===== src/rtl/lcd1602_bus_arbiter.sv =====
// Two-requester arbiter that owns an HD44780-style LCD1602 bus and
// drives the setup/pulse/hold/execute timing for each accepted byte.
module lcd1602_bus_arbiter #(
    parameter int unsigned T_SETUP     = 2,
    parameter int unsigned T_PULSE     = 25,
    parameter int unsigned T_HOLD      = 2,
    parameter int unsigned T_EXEC      = 2000,
    parameter int unsigned T_EXEC_LONG = 80000
) (
    input  logic       clk,
    input  logic       reset,
    input  logic [1:0] req,
    input  logic [1:0] valid,
    input  logic [1:0] rs_in,
    input  logic [7:0] data0,
    input  logic [7:0] data1,
    output logic [1:0] gnt,
    output logic       ack,
    output logic       busy,
    output logic       rs,
    output logic       rw,
    output logic       enable,
    output logic [7:0] data
);

    // A zero-length phase still occupies one cycle.
    localparam int unsigned S_LEN = (T_SETUP     == 0) ? 1 : T_SETUP;
    localparam int unsigned P_LEN = (T_PULSE     == 0) ? 1 : T_PULSE;
    localparam int unsigned H_LEN = (T_HOLD      == 0) ? 1 : T_HOLD;
    localparam int unsigned E_LEN = (T_EXEC      == 0) ? 1 : T_EXEC;
    localparam int unsigned L_LEN = (T_EXEC_LONG == 0) ? 1 : T_EXEC_LONG;

    localparam int unsigned M_A = (S_LEN > P_LEN) ? S_LEN : P_LEN;
    localparam int unsigned M_B = (H_LEN > E_LEN) ? H_LEN : E_LEN;
    localparam int unsigned M_C = (M_A > M_B) ? M_A : M_B;
    localparam int unsigned MAX_LEN = (M_C > L_LEN) ? M_C : L_LEN;
    localparam int CW = $clog2(MAX_LEN + 1);

    typedef logic [CW-1:0] cnt_t;

    localparam cnt_t S_LAST = cnt_t'(S_LEN - 1);
    localparam cnt_t P_LAST = cnt_t'(P_LEN - 1);
    localparam cnt_t H_LAST = cnt_t'(H_LEN - 1);
    localparam cnt_t E_LAST = cnt_t'(E_LEN - 1);
    localparam cnt_t L_LAST = cnt_t'(L_LEN - 1);

    typedef enum logic [2:0] {
        IDLE,
        GRANT,
        SETUP,
        PULSE,
        HOLD,
        EXEC
    } state_t;

    state_t     state_q, state_d;
    cnt_t       cnt_q, cnt_d;
    logic [1:0] gnt_q, gnt_d;
    logic       owner_q, owner_d;
    logic       last_q, last_d;
    logic       ack_q, ack_d;
    logic       rs_q, rs_d;
    logic [7:0] data_q, data_d;
    logic       long_cmd;

    // Clear display and return home need the long execution wait.
    assign long_cmd = !rs_q && (data_q == 8'h01 || data_q == 8'h02);

    always_ff @(posedge clk or negedge reset) begin
        if (!reset) begin
            state_q <= IDLE;
            cnt_q   <= '0;
            gnt_q   <= 2'b00;
            owner_q <= 1'b0;
            last_q  <= 1'b1;
            ack_q   <= 1'b0;
            rs_q    <= 1'b0;
            data_q  <= 8'h00;
        end else begin
            state_q <= state_d;
            cnt_q   <= cnt_d;
            gnt_q   <= gnt_d;
            owner_q <= owner_d;
            last_q  <= last_d;
            ack_q   <= ack_d;
            rs_q    <= rs_d;
            data_q  <= data_d;
        end
    end

    always_comb begin
        state_d = state_q;
        cnt_d   = cnt_q;
        gnt_d   = gnt_q;
        owner_d = owner_q;
        last_d  = last_q;
        ack_d   = 1'b0;
        rs_d    = rs_q;
        data_d  = data_q;
        unique case (state_q)
            IDLE: begin
                if (|req) begin
                    unique case (1'b1)
                        req[0] && (!req[1] || last_q): owner_d = 1'b0;
                        default:                       owner_d = 1'b1;
                    endcase
                    gnt_d   = owner_d ? 2'b10 : 2'b01;
                    cnt_d   = '0;
                    state_d = GRANT;
                end
            end
            GRANT: begin
                if (!req[owner_q]) begin
                    gnt_d   = 2'b00;
                    last_d  = owner_q;
                    state_d = IDLE;
                end else if (valid[owner_q]) begin
                    rs_d    = rs_in[owner_q];
                    data_d  = owner_q ? data1 : data0;
                    ack_d   = 1'b1;
                    cnt_d   = S_LAST;
                    state_d = SETUP;
                end
            end
            SETUP: begin
                if (cnt_q == '0) begin
                    cnt_d   = P_LAST;
                    state_d = PULSE;
                end else begin
                    cnt_d = cnt_q - cnt_t'(1);
                end
            end
            PULSE: begin
                if (cnt_q == '0) begin
                    cnt_d   = H_LAST;
                    state_d = HOLD;
                end else begin
                    cnt_d = cnt_q - cnt_t'(1);
                end
            end
            HOLD: begin
                if (cnt_q == '0) begin
                    cnt_d   = long_cmd ? L_LAST : E_LAST;
                    state_d = EXEC;
                end else begin
                    cnt_d = cnt_q - cnt_t'(1);
                end
            end
            EXEC: begin
                if (cnt_q == '0) begin
                    state_d = GRANT;
                end else begin
                    cnt_d = cnt_q - cnt_t'(1);
                end
            end
            default: begin
                state_d = IDLE;
                cnt_d   = '0;
                gnt_d   = 2'b00;
            end
        endcase
    end

    // Decoded from the async-reset state so enable drops with reset.
    assign enable = (state_q == PULSE);
    assign busy   = (state_q == SETUP) || (state_q == PULSE) ||
                    (state_q == HOLD)  || (state_q == EXEC);
    assign gnt    = gnt_q;
    assign ack    = ack_q;
    assign rs     = rs_q;
    assign rw     = 1'b0;
    assign data   = data_q;

endmodule

===== config.mk =====
export PLATFORM = sky130hd
export DESIGN_NAME = lcd1602_bus_arbiter
export DESIGN_NICKNAME = d
export VERILOG_FILES = /design/src/rtl/lcd1602_bus_arbiter.sv
export SDC_FILE = /design/constraint.sdc
export NUM_CORES = 1
export LEC_CHECK = 0
export CORE_MARGIN = 8
export CORE_UTILIZATION = 44
export DETAILED_ROUTE_END_ITERATION = 10
export PLACE_DENSITY_LB_ADDON = 0.08
export REMOVE_ABC_BUFFERS = 1
export SETUP_SLACK_MARGIN = 0.3
export SLEW_MARGIN = 5
export SYNTH_ARGS = -nofsm -noshare
export SYNTH_HDL_FRONTEND = slang
export SYNTH_SLANG_ARGS = --single-unit

===== constraint.sdc =====
create_clock -name clk -period 2.4 [get_ports clk]
set_input_delay 0.48 -clock clk [delete_from_list [all_inputs] [get_ports clk]]
set_output_delay 0.48 -clock clk [all_outputs]
set_load 0.005 [all_outputs]

After elaboration in Yosys (flattened, before gate mapping)

Index checks and enable logic that the tools add are counted.

Register bits after elaboration: 34

Add/subtract/negate cells: 1
$lt $le $gt $ge: 1
Equal/unequal tests: 17
Muxes and demuxes: 34
Bitwise logic cells: 2
Reductions and logical operators: 19

Operator list:

| cell                                                                 | count |
|---|---|
| 17-bit 2-to-1 mux                                                    | 8 |
| 17-bit case mux with 6 select lines                                  | 1 |
| 3-bit 2-to-1 mux                                                     | 7 |
| 3-bit case mux with 6 select lines                                   | 1 |
| 17-bit zero test                                                     | 1 |
| 17-bit by 1-bit subtractor with 17-bit output, second input constant | 1 |
| 2-bit != test, second input constant                                 | 8 |
| 1-bit 2-to-1 mux                                                     | 12 |
| 8-bit by 1-bit == test with 1-bit output, second input constant      | 1 |
| 8-bit by 2-bit == test with 1-bit output, second input constant      | 1 |
| 8-bit 2-to-1 mux                                                     | 1 |
| 3-bit by 2-bit == test with 1-bit output, second input constant      | 2 |
| 3-bit == test, second input constant                                 | 2 |
| 2-bit 2-to-1 mux                                                     | 3 |
| 2-bit case mux with 3 select lines                                   | 1 |
| 3-bit AND reduction                                                  | 2 |
| 6-bit AND reduction                                                  | 1 |
| 1-bit logical OR                                                     | 5 |
| 2-bit AND reduction                                                  | 2 |
| 4-bit AND reduction                                                  | 1 |
| 4-bit OR reduction                                                   | 1 |
| 3-bit by 1-bit == test with 1-bit output, second input constant      | 1 |
| 3-bit zero test                                                      | 1 |
| 3-bit != test, second input constant                                 | 1 |
| other kinds (6)                                                      | 9 |

Longest topological paths before layout

Depth in word-level cells: 9
Depth in mapped cells: 9

Worst setup path after synthesis

No wires, ideal clock.

Kind: register -> register
Start point: register cnt_q[13]
End point: register cnt_q[16]
Arrival time: 2.115 ns
Data required time: 2.276 ns
Slack: 0.161 ns
Stages on the path, launching flop included: 7
Path buffers: 0
Clock period less this slack: 2.239 ns
Cells stage by stage: dfrtp_1 -> or4_4 -> or3_4 -> o21ai_4 -> a21boi_4 -> o22ai_1 -> a211o_1

Word-level cells in the longest chain between the ends: 3
Elaborated cells on any way between the ends: 9
Classes of those cells: add/sub (1); eq/ne (1); mux (5); reduce/logical (2)

RTL lines:

| item                                                                              | line | source |
|---|---|---|
| start: declaration                                                                | 57   | `cnt_t cnt_q, cnt_d;` |
| start signal: assignment                                                          | 81   | `cnt_q <= cnt_d;` |
| 17-bit by 1-bit subtractor with 17-bit output or 17-bit zero test (tied branches) | --   |  |
| 17-bit 2-to-1 mux (tied with other cells)                                         | 150  | `if (cnt_q == '0) begin` |
| 17-bit case mux with 6 select lines or 4-bit AND reduction (tied branches)        | --   |  |

Parallel ways exist; a longest one is shown, timed or not. The select of a mux whose other input is x is not followed.
A chain may end at the register's enable or synchronous reset.

Worst setup path in the final report

Start point: register cnt_q[2]
End point: register cnt_q[16]

Same word-level chain as after synthesis.

==> results by group <==
Logic synthesis
  – Yosys warns: 0
  – Count of flip-flops with a built-in enable after synthesis: 0
  – Yosys top cell area share: 39.3%
  – Synth top area cells: dfrtp_1 39%, nor2_1 6.4%, a21oi_1 4.8%
  – Post-Syn Area: 2100 um^2
  – Predominant post-synthesis flop cell: dfrtp_1
  – Yosys reg bits: 34
  – FFs w/ async S/R, synth: 100%
  – Area leader, netlist: dfrtp_1
  – Post-synthesis cell count: 244
  – Synth cell types: 54
  – Post-synthesis sequential area ratio: 40.6%
  – Post-synthesis average cell area: 8.61 um^2

Floorplan
  – Die area: 7240 um^2
  – Die X: 85.1 um
  – Die height: 85.1 um
  – IO Count: 39
  – CORE AREA: 4660 um^2
  – Initial Utilization: 45.1%
  – Number of core rows: 25

Clock tree
  – CTS root buf: clkbuf_8
  – Max Root-Sink Buffers: 2
  – CTS Buf Count: 5
  – Worst skew pair latency: 0.29 ns
  – CTS tree: done
  – Htree depth: 2
  – Worst-path clk slew: 0.08 ns
  – Clk sinks: 34

STA
  – Max-slew violations: 0
  – Number of setup violations in the final report: 0
  – RSZ-0062 raised after global routing: yes
  – Fin. Hold Viols: 0
  – Period Utilization, post-route: 94.5%
  – Crit path time final: 2.27 ns
  – Skew final: 0.00872 ns
  – Fmax: 0.441 GHz

Pwr
  – NetSw: 1780 uW
  – Leak: 0.00133 uW
  – Cell Pwr Density: 1370 nW/um^2
  – P_int: 2320 uW
  – Sw Share: 43.4%
  – Total design power: 4100 uW
  – Worst IR Drop VDD: 0.666 mV
  – Seq pwr share: 25.4%
  – Combinational power share: 63.6%
  – Clock power share: 11.0%

Critical path
  – Reg2Reg Depth: 6
  – CP Class: register to register
  – Worst setup EP type: register
  – Reg-to-reg setup timing slack: 0.13 ns
  – Critical path startpoint category: register
  – Crit-path max FO: 4
  – WP data required: 2.58 ns
  – Critical path arrival: 2.44 ns
  – RR Startpoint: cnt_q[2]
  – Worst flop-to-flop path endpoint: cnt_q[16]

Hold path
  – Hold Path End: gnt[0]
  – Hold-critical path depth: 1
  – Hold_sp: gnt[0]
  – Worst hold path type: register to register

Final layout
  – Area grow syn2layout: 42.4%
  – Layout Cells excl Fill: 370
  – Fill cells: 382
  – Diode count: 0
  – Layout cells sized above 1: 24.7%
  – Final nets: 341

Global routing
  – Largest net degree at the start of global routing: 35
  – Total gr overflow: 0
  – Gr usage total: 17.1%
  – Vias in the first global route: 2056
  – Global-route wire length before repair: 9960 um
  – Initial antenna violation count: 0

Placement
  – I/O Buffers: 37
  – Post-DP HPWL: 4370 um
  – Placed cell count: 348
  – Gpl congestion: 0.978

Run
  – Max-Cap Viols: 0

Route
  – Via count: 2106
  – First drt pass iteration count: 4
  – Post-Route WL: 6040 um
  – Initial drt markers: 167
  – Routed len/inst: 16.3 um
  – DRT antenna net count: 0
  – DRC viols: 0
  – Via density: 5.69

Status
  – Run status: completed
-- worst max path at each step --
stage | startpoint | to | slack [ns] | cells past startpoint
4_1_cts | cnt_q[2] | cnt_q[16] | 0.20 | 6
3_5_place_dp | cnt_q[13] | cnt_q[16] | 0.09 | 6
5_1_grt | cnt_q[2] | cnt_q[16] | 0.09 | 6
3_3_place_gp | cnt_q[13] | cnt_q[16] | 0.1 | 6
2_1_floorplan | cnt_q[13] | cnt_q[12] | -0.08 | 6
6_report | cnt_q[2] | cnt_q[16] | 0.13 | 6
-- synth_stat cells, types with 2 or more instances --
master / n
nor4_1: 5
o21ai_0: 20
clkbuf_8: 2
o22ai_1: 2
xor2_1: 2
o2bb2ai_1: 2
clkbuf_1: 3
a32o_1: 2
nor2_1: 36
mux2i_1: 9
o31ai_1: 2
dfrtp_1: 33
nor3_1: 11
or4_4: 2
nand2_1: 18
a22o_1: 4
buf_1: 2
ha_1: 2
a21oi_1: 20
nand3_1: 10
a31oi_1: 5
nand2b_1: 4
nor3b_1: 2
and2b_2: 2
inv_1: 9
buf_4: 2
or3_1: 2
a21o_1: 2
o21ai_4: 2
o211ai_1: 2
nor2b_1: 2
-- worst max-delay path, cell delays in order (launching register included) --
cell      delay (ns)
dfrtp_1         0.40
or4_4           0.55
or3_4           0.43
o21ai_4         0.18
a21boi_4        0.26
nor4_2          0.07
a211o_1         0.27
-- power groups by stage --
stage | sequential, uW | clock (uW) | combinational (uW)
4_1_cts | 1030 | 460 | 2430
6_report | 1040 | 451 | 2610
3_5_place_dp | 1050 | 0 | 2180
3_3_place_gp | 1050 | 0 | 2170
2_1_floorplan | 1080 | 0 | 1250
5_1_grt | 1080 | 476 | 2860
-- cell usage in the layout (no fill, tap or decap), drive strengths merged, types with 3 or more instances in the layout --
master	n
nand2	18
nand2b	4
or3	3
o21ai	23
buf	37
a31oi	5
a22o	4
clkbuf	6
dfrtp	33
nor3	11
mux2i	9
nor4	5
nor2	36
nand3	10
a21oi	20
clkdlybuf4s50	37
inv	9
-- area by class of cell --
cell class	count	area (um^2)	share of cell area (%)
clock buffer	6	82.6	2.76
clock inverter	2	12.5	0.418
tap	54	67.6	2.26
sequential	34	853	28.5
multi-input combinational	191	1280	42.9
inverter	9	33.8	1.13
timing repair buffer	74	659	22.0
-- repair_timing --
action | CTS | global route
cloned | 0 | 0
gates resized for setup | 27 | 18
endpoints found under the setup margin | 21 | 22
setup buffers | 11 | 3
pin swaps | 15 | 6
hold buffers | 0 | 0
-- registers in the layout, indices dropped and copies added, names as in the netlist --
signal   flops
last_q       1
owner_q      1
ack          1
rs           1
data         8
state_q      3
gnt          2
cnt_q       17
-- metrics by stage --
stage | setup TNS (ns) | setup WS, ns | hold WS [ns] | cell area [um^2] | utilization [%]
4_1_cts | 0 | 0.200 | 0.493 | 2890 | 62.1
5_1_grt | 0 | 0.0897 | 0.512 | 2990 | 64.2
2_1_floorplan | -0.0794 | -0.0794 | 0.184 | 2030 | -
6_report | 0 | 0.132 | 0.494 | 2990 | 64.2
3_3_place_gp | 0 | 0.0967 | 0.479 | 2650 | 56.8
3_5_place_dp | 0 | 0.0915 | 0.481 | 2650 | 56.8
-- logic make-up after synthesis --
group                      Yosys count  share of synthesized area [%]
AOI/OAI and AO/OA                   76                           24.2
other                                1                          0.179
and+or+nand+nor                    100                           23.5
buffers and inverters               19                           4.76
xor gates and xnor gates             3                           1.25
muxes                                9                           4.29
DFF                                 34                           40.6
adders and majority gates            2                           1.19
-- per-layer routing --
metal  share of wire (%)  global-route usage [%]  vias to the layer above
met4                 3.2                    7.28                        0
met2                  48                    27.8                       51
met5                   0                       0                        -
met1                  44                    21.0                     1002
met3                 5.2                    4.15                       16
li1                    -                       -                     1037
(Power assumes the default switching activity.)
